File: src/rtl/arb_pkg.sv
// Shared types and defaults for the round-robin arbiter slice.
// Optional timeout-suppression lock is enabled by defining ARB_LOCK_EN.
package arb_pkg;

  typedef enum logic [1:0] {
    IDLE,
    GRANT,
    TURN
  } arb_state_t;

  localparam int ARB_N        = 8;
  localparam int ARB_MAX_HOLD = 16;

  // Binary index of a one-hot vector of up to 16 bits; all-zero maps to 0.
  function automatic logic [3:0] onehot_to_index(input logic [15:0] oh);
    logic [3:0] idx;
    idx = '0;
    for (int unsigned i = 0; i < 16; i++) begin
      if (oh[i]) idx = idx | 4'(i);
    end
    return idx;
  endfunction

endpackage

File: src/rtl/rr_arbiter_if.sv
// Request/grant bundle between requesters (master) and the arbiter (slave).
// The lock line exists only when ARB_LOCK_EN is defined.
interface rr_arbiter_if
  import arb_pkg::*;
#(
  parameter int N   = ARB_N,
  parameter int IDW = $clog2(N)
);
  logic [N-1:0]   req;
`ifdef ARB_LOCK_EN
  logic           lock;
`endif
  logic [N-1:0]   grant;
  logic           grant_valid;
  logic [IDW-1:0] grant_id;
  logic           busy;

  modport master (
`ifdef ARB_LOCK_EN
    output lock,
`endif
    output req,
    input  grant, grant_valid, grant_id, busy
  );

  modport slave (
`ifdef ARB_LOCK_EN
    input  lock,
`endif
    input  req,
    output grant, grant_valid, grant_id, busy
  );
endinterface

File: src/rtl/lowbit_picker.sv
// One-hot isolation of the lowest set bit; all-zero input yields all-zero output.
module lowbit_picker #(
  parameter int N = 8
) (
  input  logic [N-1:0] vec,
  output logic [N-1:0] onehot
);
  assign onehot = vec & (~vec + N'(1));
endmodule

File: src/rtl/rr_arbiter.sv
// Registered round-robin arbiter with hold-time limit and one-cycle turnaround.
// Define ARB_LOCK_EN to let the owner suppress timeout preemption via lock.
module rr_arbiter
  import arb_pkg::*;
#(
  parameter int N        = ARB_N,
  parameter int MAX_HOLD = ARB_MAX_HOLD,
  parameter int IDW      = $clog2(N)
) (
  input logic        clk,
  input logic        reset,
  rr_arbiter_if.slave arb
);
  localparam int HW = $clog2(MAX_HOLD + 1);

  arb_state_t     state;
  logic [IDW-1:0] ptr;
  logic [IDW-1:0] owner;
  logic [HW-1:0]  hold_cnt;
  logic [N-1:0]   grant_q;
  logic           grant_valid_q;
  logic           busy_q;

  logic [N-1:0]   prio_mask, masked, pick_m, pick_u, winner;
  logic [IDW-1:0] win_id;
  logic           owner_req, others, timeout, rel;

  always_comb begin
    prio_mask = '0;
    for (int unsigned i = 0; i < N; i++) begin
      prio_mask[i] = (IDW'(i) >= ptr);
    end
  end

  assign masked = arb.req & prio_mask;

  lowbit_picker #(.N(N)) u_pick_masked (.vec(masked),  .onehot(pick_m));
  lowbit_picker #(.N(N)) u_pick_all    (.vec(arb.req), .onehot(pick_u));

  assign winner    = (|masked) ? pick_m : pick_u;
  assign win_id    = IDW'(onehot_to_index(16'(winner)));
  assign owner_req = arb.req[owner];
  assign others    = |(arb.req & ~grant_q);
`ifdef ARB_LOCK_EN
  assign timeout   = (hold_cnt == HW'(MAX_HOLD)) && others && !arb.lock;
`else
  assign timeout   = (hold_cnt == HW'(MAX_HOLD)) && others;
`endif
  assign rel       = !owner_req || timeout;

  always_ff @(posedge clk) begin
    if (reset) begin
      state         <= IDLE;
      ptr           <= '0;
      owner         <= '0;
      hold_cnt      <= '0;
      grant_q       <= '0;
      grant_valid_q <= 1'b0;
      busy_q        <= 1'b0;
    end else begin
      case (state)
        // IDLE and TURN share arbitration; busy is already low in IDLE.
        IDLE, TURN: begin
          if (|arb.req) begin
            grant_q       <= winner;
            grant_valid_q <= 1'b1;
            owner         <= win_id;
            hold_cnt      <= HW'(1);
            busy_q        <= 1'b1;
            state         <= GRANT;
          end else begin
            busy_q <= 1'b0;
            state  <= IDLE;
          end
        end
        GRANT: begin
          if (rel) begin
            grant_q       <= '0;
            grant_valid_q <= 1'b0;
            owner         <= '0;
            ptr           <= owner + IDW'(1);
            hold_cnt      <= '0;
            state         <= TURN;
          end else if (hold_cnt != HW'(MAX_HOLD)) begin
            hold_cnt <= hold_cnt + HW'(1);
          end
        end
        default: state <= IDLE;
      endcase
    end
  end

  assign arb.grant       = grant_q;
  assign arb.grant_valid = grant_valid_q;
  assign arb.grant_id    = owner;
  assign arb.busy        = busy_q;

  a_grant_onehot0: assert property (@(posedge clk) $onehot0(grant_q));

endmodule

File: src/flat_wrapper.sv
// flat-port wrapper written by rule: the top's interface ports become plain ports
module rr_arbiter_flat import arb_pkg::*;
#(
  parameter int N        = ARB_N,
  parameter int MAX_HOLD = ARB_MAX_HOLD,
  parameter int IDW      = $clog2(N)
)
  (clk, reset, arb_req, arb_grant, arb_grant_valid, arb_grant_id, arb_busy);
  rr_arbiter_if #(.N(N), .IDW(IDW)) arb_i ();
  input logic clk;
  input logic reset;
  input wire logic [$bits(arb_i.req)-1:0] arb_req;
  output wire logic [$bits(arb_i.grant)-1:0] arb_grant;
  output wire logic [$bits(arb_i.grant_valid)-1:0] arb_grant_valid;
  output wire logic [$bits(arb_i.grant_id)-1:0] arb_grant_id;
  output wire logic [$bits(arb_i.busy)-1:0] arb_busy;
  assign arb_i.req = arb_req;
  assign arb_grant = arb_i.grant;
  assign arb_grant_valid = arb_i.grant_valid;
  assign arb_grant_id = arb_i.grant_id;
  assign arb_busy = arb_i.busy;
  rr_arbiter #(.N(N), .MAX_HOLD(MAX_HOLD), .IDW(IDW)) u_core (.clk(clk), .reset(reset), .arb(arb_i));
endmodule
File: config.mk
export PLATFORM = sky130hd
export DESIGN_NAME = rr_arbiter_flat
export DESIGN_NICKNAME = d
export VERILOG_FILES = /design/src/rtl/arb_pkg.sv /design/src/rtl/rr_arbiter_if.sv /design/src/rtl/lowbit_picker.sv /design/src/rtl/rr_arbiter.sv /design/src/flat_wrapper.sv
export SDC_FILE = /design/constraint.sdc
export NUM_CORES = 1
export LEC_CHECK = 0
export ABC_CLOCK_PERIOD_IN_PS = 4600
export CAP_MARGIN = 10
export CELL_PAD_IN_SITES_DETAIL_PLACEMENT = 0
export CELL_PAD_IN_SITES_GLOBAL_PLACEMENT = 1
export CORE_ASPECT_RATIO = 1.5
export CORE_UTILIZATION = 42
export DETAILED_ROUTE_END_ITERATION = 7
export PLACE_DENSITY_LB_ADDON = 0.15
export SYNTH_ARGS = -nofsm -noshare
export SYNTH_HDL_FRONTEND = slang
export SYNTH_SLANG_ARGS = --single-unit
export TNS_END_PERCENT = 100
File: constraint.sdc
create_clock -name clk -period 4.6 [get_ports clk]
set_input_delay 0.92 -clock clk [delete_from_list [all_inputs] [get_ports clk]]
set_output_delay 0.92 -clock clk [all_outputs]
set_load 0.03 [all_outputs]
=== Word-level counts from Yosys, hierarchy flattened ===
Index checks and enable logic that the tools add are counted.

* $add $sub $neg: 4
* $lt $le $gt $ge: 9
* Equal/unequal tests: 7
* Mux-type cells: 27
* Bitwise logic cells: 7
* Reductions and logical operators: 12

{| class="wikitable"
|+ Operators with widths
! kind !! count
|-
| $and A8 B8 Y8 || 4
|-
| $mux W8 || 3
|-
| $not A8 Y8 || 3
|-
| $reduce_or A8 Y1 || 3
|-
| $mux W3 || 6
|-
| $add A8 B1 Y8 const B || 2
|-
| $pmux W8 S2 || 1
|-
| $mux W5 || 3
|-
| $ge A3 B3 Y1 const A || 4
|-
| $pmux W5 S2 || 1
|-
| $ge A1 B3 Y1 const A || 2
|-
| $ge A2 B3 Y1 const A || 2
|-
| $mux W1 || 6
|-
| $mux W2 || 3
|-
| $pmux W3 S2 || 1
|-
| $reduce_and A3 Y1 || 2
|-
| $add A5 B1 Y5 const B || 1
|-
| $eq A5 B5 Y1 const B || 1
|-
| $ne A5 B5 Y1 const B || 1
|-
| $lt A3 B4 Y1 const B || 1
|-
| $ne A2 B1 Y1 const B || 2
|-
| $pmux W2 S2 || 1
|-
| $add A3 B1 Y3 const B || 1
|-
| $bmux W1 S3 || 1
|-
| 11 further kinds || 11
|}

* Flip-flop bits (word level): 23
* Input bits: 10

=== Logic depth before layout (Yosys ltp) ===
* Depth after elaboration: 15
* Mapped depth: 9
* Mapped depth without buffers: 8

=== Hierarchy ===
Synthesis repeated with hierarchy kept, for this count alone.

* Cells, all modules: 192
* Area, all modules: 1,631.6 µm²

{| class="wikitable"
|+ Modules (own cells, without submodules)
! module !! times used !! cells each !! area an instance (µm²)
|-
| rr_arbiter || 1 || 172 || 1,463.9
|-
| lowbit_picker || 2 || 10 || 83.8
|}

=== Worst setup path after synthesis ===
No wires, ideal clock.

* Kind: input-to-reg
* Start point: input port arb_req[0]
* End point: register u_core.hold_cnt[2]
* Arrival time: 2.555 ns
* Required time: 4.541 ns
* Path slack: 1.986 ns
* Cell stages on the path: 7
* Path buffers: 1
* Cells stage by stage: buf_6 -> nor4_4 -> a41oi_4 -> or2_1 -> a211oi_2 -> or4b_1 -> nand2_1

* Word-level cells in the longest chain between the ends: 6
* Elaborated cells between the ends (all ways): 13
* Classes of those cells: 2 x eq/ne; 4 x mux; 1 x bitwise; 6 x reduce/logical

{| class="wikitable"
|+ RTL lines
! what !! RTL line !! source
|-
| from (decl) || flat_wrapper.sv:12 || <nowiki>input wire logic [$bits(arb_i.req)-1:0] arb_req;</nowiki>
|-
| $bmux W1 S3 / $and A8 B8 Y8 (equally long branches) || rr_arbiter.sv:42, rr_arbiter.sv:43 ||
|-
| $mux W1 (not written as such) / $reduce_or A8 Y1 (equally long branches) || rr_arbiter.sv:42, rr_arbiter.sv:43 ||
|-
| $logic_not A1 Y1 / $logic_and A1 B1 Y1 (equally long branches) || rr_arbiter.sv:49, rr_arbiter.sv:47 ||
|-
| $logic_or A1 B1 Y1 || rr_arbiter.sv:49 || <nowiki>assign rel = !owner_req || timeout;</nowiki>
|-
| $ne A3 B1 Y1 (no line) / $mux W5 (equally long branches) || n/a ||
|-
| $reduce_and A3 Y1 (no line) / $pmux W5 S2 (equally long branches) || n/a ||
|-
| to (signal assigned) || rr_arbiter.sv:85 || <nowiki>hold_cnt <= hold_cnt + HW'(1);</nowiki>
|-
| to (decl) || rr_arbiter.sv:19 || <nowiki>logic [HW-1:0] hold_cnt;</nowiki>
|}

Parallel ways exist; a longest one is shown, timed or not. The select of a mux whose other input is x is not followed.
A chain may end at the register's enable or synchronous reset.

=== Final worst setup path ===
Same ends and word-level chain as after synthesis.

==> qor.txt <==
Die X: 48.2 um
Worst setup EP type: register
First-pass GRT wire length: 5470 um
Post-route cell area: 1640 um2
Setup TNS: 0 ns
Final Hold Fails: 0
WP depth: 7
Post-synthesis compound-gate area fraction: 28.9%
DP Area: 1590 um2
Yosys cell types: 50
Drt total wl: 3390 um
Main synth FF type: dfxtp_1
Syn_nets: 167
Drt drc: 0
# setup viols final: 0
Ys Warns: 0
Area Growth Syn to Fin: 21.6%
Status: finished clean
Antenna violations before repair: 0
Dpl cells: 210
Via count: 1268
GRT Util Overall: 21.5%
Std-Cell Rows: 24
Die H: 71.3 um
Count leader, synth: dfxtp_1
Postcts setup bufs: 0
CTS Buf Count: 3
# diodes: 0
Nets@finish: 189
Crit path from: arb_req[0]
Post-synthesis adder-cell area fraction: 2.79%
Hold depth: 2
First-pass DRT Iterations: 5
FF+latch count, synth: 23
DIE AREA: 3440 um2
Multi-input gate area: 807 um2
Non-filler cells, final: 214
Effective utilization at floorplan: 45.2%
Worst VDD drop: 0.000243 V
Min-Delay Path Class: reg -> reg
HPWL after detailed placement: 2620 um
FILL cells: 278
Main combinational cell family by area after synthesis: compound AO/OA/AOI/OAI gates
IO Pins: 23
Crit-path slowest cell: clkdlybuf4s50_1
Grt ovf: 0
Fmax: 0.302 GHz
Core area: 2970 um2
Port bufs: 22
CTS tree: yes
Final critical-path share of the clock period: 72.0%
Leakage Power: 0.000623 uW
Largest net degree at the start of global routing: 14
Post-cts resize count: 0
Drt initial violations: 31
Mapped Area: 1350 um2
Mapped Cells: 154
CTS H-tree depth: 1
Top cells by area, synth: dfxtp_1, nor2_1, inv_1
Sequential area share after synthesis: 34.2%
Area leader, netlist: dfxtp_1
Vias/cell: 5.93
Post-synth ARST share: 0%
Post-synthesis mux area share: 5.67%
Area share of the leading cell type in the synthesized netlist: 34.2%
Max_slew headroom: 44.9%
Synth cell count leaders: dfxtp_1, nor2_1, inv_1, nand2_1, a21oi_1
Global placer's final weighted congestion: 0.820
Post-Synth XOR/XNOR Area: 1.30%
CTS Hold Buffers Added: 0
Critical path startpoint category: primary input
ANT nets after route: 0
Syn Area/Cell: 8.73 um2
CTS Buffer Depth: 2
Min-delay src: u_core.arb.grant[7]
CTS clock-pin slew for the worst setup and hold paths: 0.08 ns
Crit-path max FO: 9
CP Buf/Inv Count: 1
Share of cells above drive strength 1: 6.86%
RSZ-0062 raised after global routing: false
R2R Path Start: u_core.arb.grant_id[0]
Count of pins over their slew limit: 0
Worst-margin pin slew: 0.806 ns
Critical path class: in -> reg
Top delay family on crit path: simple AND/OR/NAND/NOR gates
Critical-path cell list: clkdlybuf4s50_1 -> nor4_4 -> a41oi_4 -> or2_1 -> a211oi_2 -> or4b_1 -> nand2_1
Synth Area in Simple Gates: 21.3%
Reg2Reg Depth: 7
Clock Sinks: 23
Register area: 460 um2
Post-synth EDFFs: 0
Min Hold Slack: 0.477 ns
Clock Skew: 0.00354 ns
Post-layout minimum cycle time: 3.31 ns
Vias in the first global route: 1196
Max incr delay on CP: 0.58 ns
CP arrival: 3.52 ns
Power Density: 286 nW/um2
Routed wire length per instance: 15.8 um
CTS Root Cell: clkbuf_8
Clock Latency Late Sink: 0.26 ns
# Max-Cap Violations: 0
Crit path required time: 4.81 ns
## flip-flops by register name, indices dropped and copies added (netlist names)
signal	cells
u_core.ptr	3
u_core.arb.grant	8
u_core.arb.grant_id	3
u_core.arb.busy	1
u_core.hold_cnt	5
u_core.arb.grant_valid	1
u_core.state	2
## per-stage QoR
stage	worst slack [ns]	util (%)	total power [uW]
floorplan	1.99	-	305
global route	1.14	55.0	492
CTS	1.31	55.0	469
global placement	1.11	53.5	346
finish	1.29	55.0	467
detailed placement	1.06	53.5	347
## worst register-to-register path: cells and delay by family (launching register included)
family                 cells  cell delay, ns
AOI/OAI and AO/OA          2            0.34
muxes                      2            0.87
DFF                        1            0.48
buffers and inverters      1            0.20
and+or+nand+nor            2            0.35
## power by group
part | internal (uW) | switching, uW | leakage, uW
Clock | 60.4 | 63.3 | 0.0000255
Sequential | 211 | 16.1 | 0.000188
Combinational | 50.7 | 65.8 | 0.000410
Total | 322 | 145 | 0.000623
## cell families after synthesis
family / count (synthesis)
buffers and inverters: 18
and+or+nand+nor: 53
muxes: 5
AOI/OAI and AO/OA: 50
adders and majority gates: 3
DFF: 23
xor gates and xnor gates: 2
## final timing paths
kind                                                to  slack [ns]
worst min register to register     u_core.arb.grant[7]        0.48
worst max-delay path                u_core.hold_cnt[2]        1.29
worst max register to register  u_core.arb.grant_id[0]        2.25
worst min-delay path               u_core.arb.grant[7]        0.48
## area by class of cell
| cell class | instances | area share, % |
|---|---|---|
| inverter | 12 | 2.75 |
| tap | 39 | 2.98 |
| timing repair buffer | 23 | 13.9 |
| clock buffer | 3 | 2.52 |
| multi-input combinational | 113 | 49.3 |
| clock inverter | 1 | 0.306 |
| sequential | 23 | 28.2 |
## placed cells by master, fill, tap and decap left out, types with 2 or more instances in the layout
master	count
o21ai_0	6
nor2_1	13
a211oi_1	3
a22o_1	5
o211ai_1	2
o22ai_1	4
nand2b_1	2
a221o_1	2
nand4_1	2
mux4_2	2
nor3_1	4
xor2_1	2
o21ai_1	3
a21oi_1	7
nand3_1	3
nor2b_1	4
clkdlybuf4s50_1	22
clkbuf_8	3
o32ai_1	2
nand2_1	12
nand3b_1	2
a32o_1	2
dfxtp_1	23
a211o_1	2
mux2i_1	2
and2_1	3
inv_1	12
ha_1	3
## routing by layer
metal	global-route usage, %	routed length (um)	vias up
met2	37.0	1760	26
met4	6.17	65	0
met3	2.27	75	6
met1	26.8	1480	617
met5	0	0	-
li1	-	-	619
Note: power is estimated with default switching activity, not from simulation.
